**config.mk**
```make
export PLATFORM = sky130hd
export DESIGN_NAME = alu_decode_stage
export DESIGN_NICKNAME = d
export VERILOG_FILES = /design/src/rtl/alu_decode_stage_pkg.sv /design/src/rtl/alu_decode_stage_imm_gen.sv /design/src/rtl/alu_decode_stage.sv
export SDC_FILE = /design/constraint.sdc
export NUM_CORES = 1
export LEC_CHECK = 0
export ABC_AREA = 1
export BUFFER_PORTS_ARGS = -buffer_cell sky130_fd_sc_hd__buf_4
export CAP_MARGIN = 0
export CORE_ASPECT_RATIO = 0.9
export CORE_MARGIN = 8
export CORE_UTILIZATION = 40
export CTS_CLUSTER_DIAMETER = 60
export CTS_CLUSTER_SIZE = 8
export DETAILED_ROUTE_END_ITERATION = 8
export PLACE_DENSITY_LB_ADDON = 0.08
export RECOVER_POWER = 100
export REMOVE_ABC_BUFFERS = 1
export SETUP_SLACK_MARGIN = 0.1
export SYNTH_ARGS = -nofsm -noshare
export SYNTH_HDL_FRONTEND = slang
export SYNTH_SLANG_ARGS = --single-unit
```
**constraint.sdc**
```tcl
create_clock -name clk -period 1.91 [get_ports clk]
set_clock_uncertainty 0.2 [all_clocks]
set_input_delay 0.2865 -clock clk [delete_from_list [all_inputs] [get_ports clk]]
set_output_delay 0.2865 -clock clk [all_outputs]
set_load 0.03 [all_outputs]
```
**src/rtl/alu_decode_stage_pkg.sv**
```systemverilog
// Shared encodings for the RV32E decode stage: opcodes, ALU codes, operand selects,
// instruction kinds and the registered control bundle.
package alu_decode_stage_pkg;

  localparam int unsigned XLEN     = 32;
  localparam int unsigned REG_BITS = 4;

  localparam logic [6:0] OPC_LUI      = 7'b0110111;
  localparam logic [6:0] OPC_AUIPC    = 7'b0010111;
  localparam logic [6:0] OPC_JAL      = 7'b1101111;
  localparam logic [6:0] OPC_JALR     = 7'b1100111;
  localparam logic [6:0] OPC_BRANCH   = 7'b1100011;
  localparam logic [6:0] OPC_LOAD     = 7'b0000011;
  localparam logic [6:0] OPC_STORE    = 7'b0100011;
  localparam logic [6:0] OPC_OP_IMM   = 7'b0010011;
  localparam logic [6:0] OPC_OP       = 7'b0110011;
  localparam logic [6:0] OPC_MISC_MEM = 7'b0001111;
  localparam logic [6:0] OPC_SYSTEM   = 7'b1110011;

  localparam logic [6:0] FUNCT7_BASE = 7'b0000000;
  localparam logic [6:0] FUNCT7_ALT  = 7'b0100000;

  typedef enum logic [3:0] {
    ALU_ADD = 4'd0,
    ALU_SUB = 4'd1,
    ALU_SLL = 4'd2,
    ALU_LT  = 4'd3,
    ALU_LTU = 4'd4,
    ALU_XOR = 4'd5,
    ALU_SRL = 4'd6,
    ALU_SRA = 4'd7,
    ALU_OR  = 4'd8,
    ALU_AND = 4'd9
  } alu_op_e;

  typedef enum logic [1:0] {
    A_SEL_RS1  = 2'd0,
    A_SEL_PC   = 2'd1,
    A_SEL_ZERO = 2'd2
  } a_sel_e;

  localparam logic B_SEL_RS2 = 1'b0;
  localparam logic B_SEL_IMM = 1'b1;

  typedef enum logic [2:0] {
    KIND_ALU    = 3'd0,
    KIND_LOAD   = 3'd1,
    KIND_STORE  = 3'd2,
    KIND_BRANCH = 3'd3,
    KIND_JAL    = 3'd4,
    KIND_JALR   = 3'd5,
    KIND_SYSTEM = 3'd6
  } kind_e;

  typedef struct packed {
    alu_op_e             alu_op;
    a_sel_e              a_sel;
    logic                b_sel;
    logic [XLEN-1:0]     imm;
    logic [REG_BITS-1:0] rs1;
    logic [REG_BITS-1:0] rs2;
    logic [REG_BITS-1:0] rd;
    logic                rd_we;
    kind_e               kind;
    logic [2:0]          funct3;
    logic [XLEN-1:0]     pc;
    logic                illegal;
  } decode_t;

  // funct3 -> ALU op for OP/OP-IMM; alt selects SUB (funct3=000) or SRA (funct3=101)
  function automatic alu_op_e alu_op_of(input logic [2:0] funct3, input logic alt);
    case (funct3)
      3'b000:  return alt ? ALU_SUB : ALU_ADD;
      3'b001:  return ALU_SLL;
      3'b010:  return ALU_LT;
      3'b011:  return ALU_LTU;
      3'b100:  return ALU_XOR;
      3'b101:  return alt ? ALU_SRA : ALU_SRL;
      3'b110:  return ALU_OR;
      default: return ALU_AND;
    endcase
  endfunction

endpackage

```
**src/rtl/alu_decode_stage_imm_gen.sv**
```systemverilog
// Immediate generator: sign-extended I/S/B/U/J immediate selected by the opcode.
module alu_decode_stage_imm_gen
  import alu_decode_stage_pkg::*;
(
  input  logic [XLEN-1:0] instr,
  output logic [XLEN-1:0] imm_c
);

  always_comb begin
    imm_c = '0;
    case (instr[6:0])
      OPC_OP_IMM, OPC_LOAD, OPC_JALR, OPC_MISC_MEM, OPC_SYSTEM:
        imm_c = {{(XLEN-12){instr[31]}}, instr[31:20]};
      OPC_STORE:
        imm_c = {{(XLEN-12){instr[31]}}, instr[31:25], instr[11:7]};
      OPC_BRANCH:
        imm_c = {{(XLEN-12){instr[31]}}, instr[7], instr[30:25], instr[11:8], 1'b0};
      OPC_LUI, OPC_AUIPC:
        imm_c = {instr[31:12], 12'h000};
      OPC_JAL:
        imm_c = {{(XLEN-20){instr[31]}}, instr[19:12], instr[20], instr[30:21], 1'b0};
      default: imm_c = '0;
    endcase
  end

endmodule

```
**src/rtl/alu_decode_stage.sv**
```systemverilog
// RV32E decode stage: decodes a fetched instruction into the ALU control bundle and
// holds it in a single-entry valid/ready pipeline register.
module alu_decode_stage
  import alu_decode_stage_pkg::*;
(
  input  logic                clk,
  input  logic                rst_n,
  input  logic                in_valid,
  output logic                in_ready,
  input  logic [XLEN-1:0]     in_instr,
  input  logic [XLEN-1:0]     in_pc,
  input  logic                flush,
  output logic                out_valid,
  input  logic                out_ready,
  output logic [3:0]          out_alu_op,
  output logic [1:0]          out_a_sel,
  output logic                out_b_sel,
  output logic [XLEN-1:0]     out_imm,
  output logic [REG_BITS-1:0] out_rs1,
  output logic [REG_BITS-1:0] out_rs2,
  output logic [REG_BITS-1:0] out_rd,
  output logic                out_rd_we,
  output logic [2:0]          out_kind,
  output logic [2:0]          out_funct3,
  output logic [XLEN-1:0]     out_pc,
  output logic                out_illegal
);

  logic [XLEN-1:0] imm_c;
  logic [6:0]      opcode;
  logic [2:0]      funct3;
  logic [6:0]      funct7;
  logic [4:0]      rd_f, rs1_f, rs2_f;
  logic            ok, use_rd, use_rs1, use_rs2;
  logic            accept;
  logic            valid_q;
  decode_t         dec_c;
  decode_t         bundle_q;

  alu_decode_stage_imm_gen u_imm_gen (
    .instr (in_instr),
    .imm_c (imm_c)
  );

  assign opcode = in_instr[6:0];
  assign funct3 = in_instr[14:12];
  assign funct7 = in_instr[31:25];
  assign rd_f   = in_instr[11:7];
  assign rs1_f  = in_instr[19:15];
  assign rs2_f  = in_instr[24:20];

  // Opcode/funct decode; illegal encodings collapse to an ADD/system bundle
  always_comb begin
    dec_c        = '0;
    dec_c.alu_op = ALU_ADD;
    dec_c.a_sel  = A_SEL_RS1;
    dec_c.b_sel  = B_SEL_RS2;
    dec_c.kind   = KIND_SYSTEM;
    dec_c.imm    = imm_c;
    dec_c.rs1    = rs1_f[REG_BITS-1:0];
    dec_c.rs2    = rs2_f[REG_BITS-1:0];
    dec_c.rd     = rd_f[REG_BITS-1:0];
    dec_c.funct3 = funct3;
    dec_c.pc     = in_pc;
    ok      = 1'b1;
    use_rd  = 1'b0;
    use_rs1 = 1'b0;
    use_rs2 = 1'b0;
    case (opcode)
      OPC_LUI: begin
        dec_c.a_sel = A_SEL_ZERO;
        dec_c.b_sel = B_SEL_IMM;
        dec_c.kind  = KIND_ALU;
        use_rd      = 1'b1;
      end
      OPC_AUIPC: begin
        dec_c.a_sel = A_SEL_PC;
        dec_c.b_sel = B_SEL_IMM;
        dec_c.kind  = KIND_ALU;
        use_rd      = 1'b1;
      end
      OPC_JAL: begin
        dec_c.a_sel = A_SEL_PC;
        dec_c.b_sel = B_SEL_IMM;
        dec_c.kind  = KIND_JAL;
        use_rd      = 1'b1;
      end
      OPC_JALR: begin
        dec_c.b_sel = B_SEL_IMM;
        dec_c.kind  = KIND_JALR;
        use_rd      = 1'b1;
        use_rs1     = 1'b1;
        ok          = (funct3 == 3'b000);
      end
      OPC_BRANCH: begin
        dec_c.kind = KIND_BRANCH;
        use_rs1    = 1'b1;
        use_rs2    = 1'b1;
        case (funct3[2:1])
          2'b00:   dec_c.alu_op = ALU_SUB;
          2'b10:   dec_c.alu_op = ALU_LT;
          2'b11:   dec_c.alu_op = ALU_LTU;
          default: ok = 1'b0;
        endcase
      end
      OPC_LOAD: begin
        dec_c.b_sel = B_SEL_IMM;
        dec_c.kind  = KIND_LOAD;
        use_rd      = 1'b1;
        use_rs1     = 1'b1;
        ok          = (funct3 != 3'b011) && (funct3 != 3'b110) && (funct3 != 3'b111);
      end
      OPC_STORE: begin
        dec_c.b_sel = B_SEL_IMM;
        dec_c.kind  = KIND_STORE;
        use_rs1     = 1'b1;
        use_rs2     = 1'b1;
        ok          = (funct3 <= 3'b010);
      end
      OPC_OP_IMM: begin
        dec_c.b_sel  = B_SEL_IMM;
        dec_c.kind   = KIND_ALU;
        dec_c.alu_op = alu_op_of(funct3, (funct3 == 3'b101) && funct7[5]);
        use_rd       = 1'b1;
        use_rs1      = 1'b1;
        if (funct3 == 3'b001) ok = (funct7 == FUNCT7_BASE);
        if (funct3 == 3'b101) ok = (funct7 == FUNCT7_BASE) || (funct7 == FUNCT7_ALT);
      end
      OPC_OP: begin
        dec_c.kind   = KIND_ALU;
        dec_c.alu_op = alu_op_of(funct3, funct7[5]);
        use_rd       = 1'b1;
        use_rs1      = 1'b1;
        use_rs2      = 1'b1;
        ok = (funct7 == FUNCT7_BASE) ||
             ((funct7 == FUNCT7_ALT) && ((funct3 == 3'b000) || (funct3 == 3'b101)));
      end
      OPC_MISC_MEM, OPC_SYSTEM: dec_c.kind = KIND_SYSTEM;
      default: ok = 1'b0;
    endcase
    // RV32E has only x0..x15: bit 4 of any used register field is illegal
    dec_c.illegal = !ok || (use_rd && rd_f[4]) || (use_rs1 && rs1_f[4]) || (use_rs2 && rs2_f[4]);
    dec_c.rd_we   = use_rd && (rd_f != 5'd0) && !dec_c.illegal;
    if (dec_c.illegal) begin
      dec_c.alu_op = ALU_ADD;
      dec_c.kind   = KIND_SYSTEM;
    end
  end

  assign in_ready = !valid_q || out_ready;
  assign accept   = in_valid && in_ready;

  // Single-entry pipeline register; flush wins over a same-cycle accept
  always_ff @(posedge clk or negedge rst_n) begin
    if (!rst_n) begin
      valid_q  <= 1'b0;
      bundle_q <= '0;
    end else begin
      if (flush)          valid_q <= 1'b0;
      else if (accept)    valid_q <= 1'b1;
      else if (out_ready) valid_q <= 1'b0;
      if (accept && !flush) bundle_q <= dec_c;
    end
  end

  assign out_valid   = valid_q;
  assign out_alu_op  = bundle_q.alu_op;
  assign out_a_sel   = bundle_q.a_sel;
  assign out_b_sel   = bundle_q.b_sel;
  assign out_imm     = bundle_q.imm;
  assign out_rs1     = bundle_q.rs1;
  assign out_rs2     = bundle_q.rs2;
  assign out_rd      = bundle_q.rd;
  assign out_rd_we   = bundle_q.rd_we;
  assign out_kind    = bundle_q.kind;
  assign out_funct3  = bundle_q.funct3;
  assign out_pc      = bundle_q.pc;
  assign out_illegal = bundle_q.illegal;

endmodule

```
After elaboration in Yosys (flattened, before gate mapping)
Cells that the tools add are included.
Widths: inputs -> output; s select.
Word-level totals
  word-level logic and storage cells: 98
  register bits after elaboration: 92
  output and inout bits: 93
Cells by class
  magnitude comparators: 1
  equality and inequality tests: 23
  mux-type cells: 24
  reductions and logical operators: 37
Operator list (number)
  $pmux 32 s5: 1
  $pmux 4 s7: 2
  $eq 7x6->1 const B: 4
  $eq 7x7->1 const B: 4
  $pmux 3 s6: 1
  $eq 7x5->1 const B: 2
  $mux 1: 14
  $reduce_or 7->1: 2
  $pmux 4 s3: 1
  $logic_and 1x1->1: 11
  $reduce_or 5->1: 2
  $eq 3x3->1 const B: 3
  $pmux 3 s3: 1
  $eq 7x2->1 const B: 1
  $eq 7x4->1 const B: 1
  $logic_not 7->1: 1
  $logic_or 1x1->1: 7
  $pmux 1 s7: 1
  $eq 3x2->1 const B: 2
  $ne 3x3->1 const B: 2
  $reduce_or 3->1: 2
  $reduce_or 6->1: 1
  $reduce_bool 5->1: 1
  $eq 2x2->1 const B: 2
  other kinds (12): 16

Logic depth before layout (Yosys ltp)
Gate-level depths: netlist of run 1.
  depth in word-level cells: 11
  gate-level depth with buffers: 13

Cells and area by module
From an unflattened synthesis of run 1, not the netlist that was laid out.
Unflattened totals
  cell total of the unflattened synthesis: 725
  area total of the unflattened synthesis: 4963.5 µm²
By module, submodules not included
  alu_decode_stage: area an instance 4027.6 µm², cells each 506, seq. area each 2302.2 µm², times used 1
  alu_decode_stage_imm_gen: area an instance 935.9 µm², cells each 219, seq. area each 0.0 µm², times used 1

Least setup slack after synthesis of run 1
OpenSTA, ideal clock, no wires.
  kind: register to register
  start point: register valid_q (netlist: out_valid)
  end point: register bundle_q (netlist bit out_rd[3])
  setup time: 0.133 ns
  required time: 1.577 ns
  cell stages (with the launch flop): 8
  setup slack: 0.137 ns
  arrival time: 1.440 ns
  period minus slack after synthesis: 1.773 ns
  cell sequence: dfrtp_1 > inv_1 > nor2_1 > nor3_1 > inv_1 > clkbuf_1 > clkbuf_1 > o21ai_0
Between the ends
  longest elaborated chain between the ends: 4
Ends and longest elaborated chain
  from (decl): line alu_decode_stage.sv:36  | logic valid_q;
  from (signal assigned): line alu_decode_stage.sv:156  | valid_q <= 1'b0;
  from (signal assigned): line alu_decode_stage.sv:159  | if (flush) valid_q <= 1'b0;
  from (signal assigned): line alu_decode_stage.sv:160  | else if (accept) valid_q <= 1'b1;
  $logic_not 1->1: line alu_decode_stage.sv:150  | assign in_ready = !valid_q || out_ready;
  $logic_or 1x1->1: line alu_decode_stage.sv:150
  $logic_and 1x1->1: line alu_decode_stage.sv:151  | assign accept = in_valid && in_ready;
  $logic_and 1x1->1: line alu_decode_stage.sv:162  | if (accept && !flush) bundle_q <= dec_c;
  to (signal assigned): line alu_decode_stage.sv:157  | bundle_q <= '0;
  to (signal assigned): line alu_decode_stage.sv:162
  to (decl): line alu_decode_stage.sv:38  | decode_t bundle_q;
No other way between the ends.
A chain may end at the register's enable or synchronous reset.

Final worst setup path of run 1
  start point: register valid_q (netlist: out_valid)
  end point: register bundle_q (netlist bit out_rd_we)
Same word-level chain as after synthesis.

==> flow_summary.json, run 1 <==
{
  "place_ws_ps": -103.3,
  "cp-end-kind": "flop",
  "vias": 4249,
  "ff2ff_path_depth": 6,
  "hpwlAfterDp_mm": 9.686,
  "ys_seq_elements": 92,
  "hold_depth": 4,
  "design_area_um2": 6123,
  "h-tree-depth": 3,
  "placedCellCount": 840,
  "post-route-period-util_pct": 88.54,
  "crit_path_max_incr_delay_ps": 370,
  "relSlewSlack_pct": 45.66,
  "timing.rr.start": "out_valid$_DFFE_PN0P_",
  "cp-start-kind": "flop",
  "viasPerCell": 4.747,
  "wl_per_cell_um": 15.11,
  "cts_setup_buffers": 0,
  "clkLatencyLatePin_ps": 340,
  "utilization_pct": 56.64,
  "worst_pin_slew_ps": 815.1,
  "hold_class": "in -> reg",
  "grt_pass1_vias": 4466,
  "clk_pin_slew_ps": 60,
  "async_flop_share_pct": 100.0,
  "die_area_um2": 14650,
  "required_ps": 1970,
  "drcViolationCount": 0,
  "die_h_um": 115.6,
  "start_util_pct": 40.81,
  "port_buffers": 161,
  "pin_count": 162,
  "crit_buf_inv": 2,
  "outcome": "finished clean",
  "syn2layout_area_growth_pct": 38.80,
  "ir_drop_mv": 0.6765,
  "critPathSlowestCell": "dfrtp_1",
  "cts_root_buffer": "clkbuf_16",
  "cts_tree": "done",
  "ys_warn_count": 0,
  "synth_edf_count": 0,
  "drive_above_1_share_pct": 17.61,
  "grt_max_degree": 70,
  "avgSynthCellArea_um2": 7.963,
  "fmax_mhz": 591.3,
  "synth_top_area_share_pct": 52.18,
  "grtUsageTotal_pct": 19.21,
  "hold_end": "out_valid$_DFFE_PN0P_",
  "clockBufferDepth": 2,
  "grt-ovfl-total": 0,
  "setup_viol": 0,
  "period_needed_ps": 1691,
  "drv_slew": 0,
  "r2r-end": "out_rd_we$_DFFE_PN0P_",
  "grt_pass1_wl_mm": 22.36,
  "cts-buffers-inserted": 9,
  "place_congestion": 0.8924,
  "grt_antenna_before_repair": 0,
  "finalPower_uw": 5149,
  "clock_sinks": 92,
  "core_um2": 10810,
  "drt-initial-drc-count": 334,
  "rsz0062_at_grt": "no",
  "powerDensity_nw_per_um2": 841.0,
  "power_leakage_uw": 0.003315,
  "cp_cell_sequence": "inv_1 -> nor2_1 -> nor3_2 -> buf_6 -> o211ai_1 -> o21ai_0",
  "synth_area_um2": 4412,
  "reg2reg_slack_ps": 220,
  "synth.yosys.seq_area_share_pct": 52.18,
  "syn_inst": 554,
  "synth.area.top_cells": "dfrtp_1 (52%), nand2_1 (24%), inv_1 (2.9%), o211ai_2 (2.6%), o21ai_0 (1.9%)",
  "worst_slack_ps": 218.9,
  "drt-total-wl_mm": 13.52,
  "yosys_most_used_dff": "dfrtp_1",
  "crit_fanout": 43,
  "hp-start": "out_ready",
  "maxCapViolCount": 0,
  "placed_cell_area_um2": 5808,
  "hold_viol": 0,
  "nets": 826,
  "path_delay_family": "buffers and inverters",
  "rows": 36,
  "fin_cells": 895,
  "timing.critical_path.from": "out_valid$_DFFE_PN0P_",
  "cp.depth": 6,
  "antenna_left": 0,
  "synthDistinctLibCells": 36,
  "die_x_um": 126.7,
  "criticalPathCategory": "reg -> reg",
  "crit_arrival_ps": 1750,
  "synth_area_leader_cell": "dfrtp_1",
  "dr.pass1.iters": 4
}
## sequential cells by signal, summed over array words and instances, names as in the netlist
| register | flops |
|---|---|
| out_rs1 | 4 |
| out_a_sel | 2 |
| out_imm | 32 |
| out_funct3 | 3 |
| out_b_sel | 1 |
| out_rd | 4 |
| out_illegal | 1 |
| out_rd_we | 1 |
| out_rs2 | 4 |
| out_alu_op | 4 |
| out_kind | 3 |
| out_valid | 1 |
| out_pc | 32 |
## power by group
group / internal [µW] / total, µW / switching, µW
Clock: 1040 / 1760 / 713
Sequential: 2140 / 2240 / 102
Combinational: 343 / 1150 / 810
## cells in the final DEF (no fill, tap or decap), types with 3 or more instances in the layout
cell type	instances
nand2_1	283
clkbuf_1	95
dfrtp_1	92
buf_4	78
dlygate4sd3_1	39
inv_1	34
o21ai_0	23
nor2_1	18
nand3_1	16
clkbuf_16	9
o211ai_1	7
nand2_2	6
o211ai_2	6
nand2_4	5
nor2_2	4
nand4_1	4
clkbuf_2	4
inv_2	3
o21ai_1	3
a21oi_1	3
## tightest hold or removal path, stage by stage
cell	delay [ps]
buf_4	80
nor2_1	50
inv_1	60
a21oi_1	60
## layer usage
| layer | global-route usage (%) | vias to the layer above | wire length (µm) |
|---|---|---|---|
| met3 | 7.498 | 10 | 1008 |
| met5 | 0 | - | 0 |
| met1 | 22.43 | 1985 | 5880 |
| met2 | 32.31 | 122 | 6515 |
| li1 | - | 2132 | - |
| met4 | 5.622 | 0 | 120 |
## worst max-delay path by stage
stage | slack (ps) | end
after global routing | 50 | out_pc[24]$_DFFE_PN0P_
after floorplan | -6220 | out_kind[2]$_DFFE_PN0P_
after global placement | -70 | out_imm[20]$_DFFE_PN0P_
after detailed placement | -100 | out_imm[23]$_DFFE_PN0P_
after CTS | 110 | out_imm[0]$_DFFE_PN0P_
final | 220 | out_rd_we$_DFFE_PN0P_
## cell families after synthesis
logic type,count (synthesis),share of synthesized area [%]
simple gates,346,32.96
flops,92,52.18
buf+inv,64,6.437
compound gates,52,8.423
## Yosys cell counts (2+ instances only)
cell type / count
a21oi_1: 3
a31oi_1: 2
buf_1: 3
buf_2: 9
buf_6: 2
clkbuf_1: 9
dfrtp_1: 92
inv_1: 34
inv_2: 4
nand2_1: 283
nand2_2: 6
nand2_4: 5
nand3_1: 16
nand4_1: 4
nand4_2: 2
nor2_1: 18
nor2_2: 4
nor2_4: 2
nor3_1: 2
o211ai_1: 4
o211ai_2: 9
o21ai_0: 17
o21ai_1: 9
o21ai_2: 2
o31ai_1: 2
## cell type report
class / count / area [µm²]
fill: 1099 / 4687
sequential: 92 / 2302
multi-input combinational: 398 / 1815
timing repair buffer: 217 / 1391
clock buffer: 13 / 250.2
tap: 133 / 166.4
inverter: 39 / 160.2
clock inverter: 2 / 35.03
antenna: 1 / 2.502
## metrics by stage
stage	setup TNS, ps	hold WS [ps]
4_1_cts	0	8.792
3_3_place_gp	-646.8	53.71
2_1_floorplan	-533110	-209.1
6_report	0	28.34
3_5_place_dp	-1452	56.97
5_1_grt	0	31.12
## what timing repair did
item	in CTS	in global routing
setup endpoints to repair	7	64
hold endpoints to repair	67	0
hold buffers	39	0
cloned	0	0
resized for setup	1	1
Power figures use the tool's default switching activity.
==> run 2, diff against run 1 <==
--- a/config.mk
+++ b/config.mk
@@ -7,8 +7,7 @@
 export LEC_CHECK = 0
 export ABC_AREA = 1
 export BUFFER_PORTS_ARGS = -buffer_cell sky130_fd_sc_hd__buf_4
-export CAP_MARGIN = 0
-export CORE_ASPECT_RATIO = 0.9
+export CORE_ASPECT_RATIO = 1.1
 export CORE_MARGIN = 8
 export CORE_UTILIZATION = 40
 export CTS_CLUSTER_DIAMETER = 60
==> constraint.sdc (replaced) <==
create_clock -name clk -period 1.91 [get_ports clk]
set_clock_uncertainty 0.2 [all_clocks]
set_input_delay 0.573 -clock clk [delete_from_list [all_inputs] [get_ports clk]]
set_output_delay 0.573 -clock clk [all_outputs]
set_load 0.03 [all_outputs]
==> flow_summary.json, run 2 (synthesis results as in run 1) <==
{
  "outcome": "finished clean",
  "timing.rr.start": "out_valid$_DFFE_PN0P_",
  "finalSetupTns_ps": 0,
  "clockBufferDepth": 2,
  "place_congestion": 0.8577,
  "reg2reg_slack_ps": 140,
  "maxCapViolCount": 0,
  "port_buffers": 161,
  "swShare_pct": 31.61,
  "nets": 837,
  "internal-power_uw": 3539,
  "clk_pin_slew_ps": 60,
  "drt-total-wl_mm": 13.57,
  "placedCellCount": 889,
  "hold_depth": 2,
  "hp-start": "flush",
  "r2r-end": "out_funct3[0]$_DFFE_PN0P_",
  "clkPwrFrac_pct": 33.2,
  "design_area_um2": 6445,
  "period_needed_ps": 1802,
  "ir_drop_mv": 0.4250,
  "grt-ovfl-total": 0,
  "pin_count": 162,
  "rsz0062_at_grt": "yes",
  "required_ps": 1140,
  "vias": 4273,
  "dr.pass1.iters": 5,
  "fin_cells": 919,
  "drt-initial-drc-count": 168,
  "hold_class": "in -> reg",
  "post-route-period-util_pct": 94.36,
  "clkLatencyLatePin_ps": 330,
  "switching_power_uw": 1636,
  "cts_tree": "done",
  "criticalPathCategory": "reg -> out",
  "cp-end-kind": "primary output",
  "grt_max_degree": 34,
  "syn2layout_area_growth_pct": 46.09,
  "power_leakage_uw": 0.003714,
  "clock_sinks": 92,
  "rows": 40,
  "grtUsageTotal_pct": 18.62,
  "placed_cell_area_um2": 6126,
  "critPathSlowestCell": "dfrtp_1",
  "cp-start-kind": "flop",
  "crit_fanout": 2,
  "die_h_um": 126.1,
  "core_um2": 10860,
  "whs_ps": 220.4,
  "drv_slew": 0,
  "layout_commonest_cell": "nand2_1",
  "place_ws_ps": -289.3,
  "setup_viol": 0,
  "start_util_pct": 40.62,
  "n_fill_cell": 1050,
  "antenna_left": 0,
  "p_comb_share_pct": 23.6,
  "relSlewSlack_pct": 66.57,
  "fmax_mhz": 554.8,
  "h-tree-depth": 3,
  "crit_path_max_incr_delay_ps": 400,
  "wl_per_cell_um": 14.76,
  "drcViolationCount": 0,
  "hold_end": "out_valid$_DFFE_PN0P_",
  "hold_viol": 0,
  "worst_pin_slew_ps": 501.4,
  "grt_pass1_vias": 4383,
  "mostFrequentLayoutCells": "nand2_1 (274), buf_4 (109), dfrtp_1 (92), clkbuf_2 (78), inv_1 (29)",
  "die_x_um": 116.1,
  "worst_slack_ps": 107.7,
  "grt_antenna_before_repair": 0,
  "grt_pass1_wl_mm": 21.67,
  "cts_root_buffer": "clkbuf_16",
  "ff2ff_path_depth": 10,
  "crit_arrival_ps": 1030,
  "seqPwrFrac_pct": 43.2,
  "hpwlAfterDp_mm": 10.30,
  "cp_cell_sequence": "buf_4 -> buf_4",
  "viasPerCell": 4.650,
  "cpMostUsedCell": "buf_4",
  "powerDensity_nw_per_um2": 803.0,
  "cts-buffers-inserted": 9,
  "drive_above_1_share_pct": 36.40,
  "die_area_um2": 14650,
  "antenna_cells": 0
}
run 2: worst max-delay path by stage:
| stage | from | end | slack [ps] |
|---|---|---|---|
| after floorplan | in_valid | out_kind[2]$_DFFE_PN0P_ | -6260 |
| after global placement | in_instr[1] | out_imm[19]$_DFFE_PN0P_ | -260 |
| after detailed placement | in_instr[1] | out_imm[14]$_DFFE_PN0P_ | -290 |
| after CTS | out_valid$_DFFE_PN0P_ | in_ready | 50 |
| after global routing | in_instr[2] | out_imm[13]$_DFFE_PN0P_ | 40 |
| final | out_valid$_DFFE_PN0P_ | out_valid | 110 |
run 2: per-layer routing:
metal	routed length, µm	part of all wire, %	GRT usage, %
met1	5906	44	23.21
met4	178	1.3	5.806
met2	6684	49	31.22
met3	797	5.9	3.967
met5	0	0	0
run 2: cell type report:
class                   count  area (µm²)  area share (%)
flip-flops and latches     92        2302           35.72
multi-input cells         399        1972           30.60
repair buffers            226        1550           24.05
clock buffers              11       232.7           3.611
well taps                 147       183.9           2.854
inverters                  39       148.9           2.310
clock inverters             4       51.30          0.7960
repair inverters            1       3.754         0.05824
run 2: power by group through the flow:
stage          clock (µW)  sequential [µW]  combinational, µW
2_1_floorplan           0             2650                282
3_5_place_dp            0             2280               1320
5_1_grt              1840             2260               1330
4_1_cts              1770             2240               1330
3_3_place_gp            0             2270               1300
6_report             1720             2240               1220
run 2: what timing repair did:
action                                  CTS  global route
endpoints found under the setup margin   14            90
buffers inserted                          2            10
hold buffers                              1             0
hold endpoints to repair                 15             0
resized for setup                         9            46
pin swaps                                 2            20
gates cloned                              1             1
run 2: critical path: cells and delay by family, from the launching register on:
family | cells | cell delay, ps
DFF | 1 | 400
buffers and inverters | 2 | 300
run 2: metrics by stage:
step / util (%) / power (µW)
after detailed placement: 56.41 / 3592
after CTS: 59.56 / 5346
after global placement: 56.41 / 3574
after global routing: 59.34 / 5431
after floorplan: - / 2937
final: 59.34 / 5175
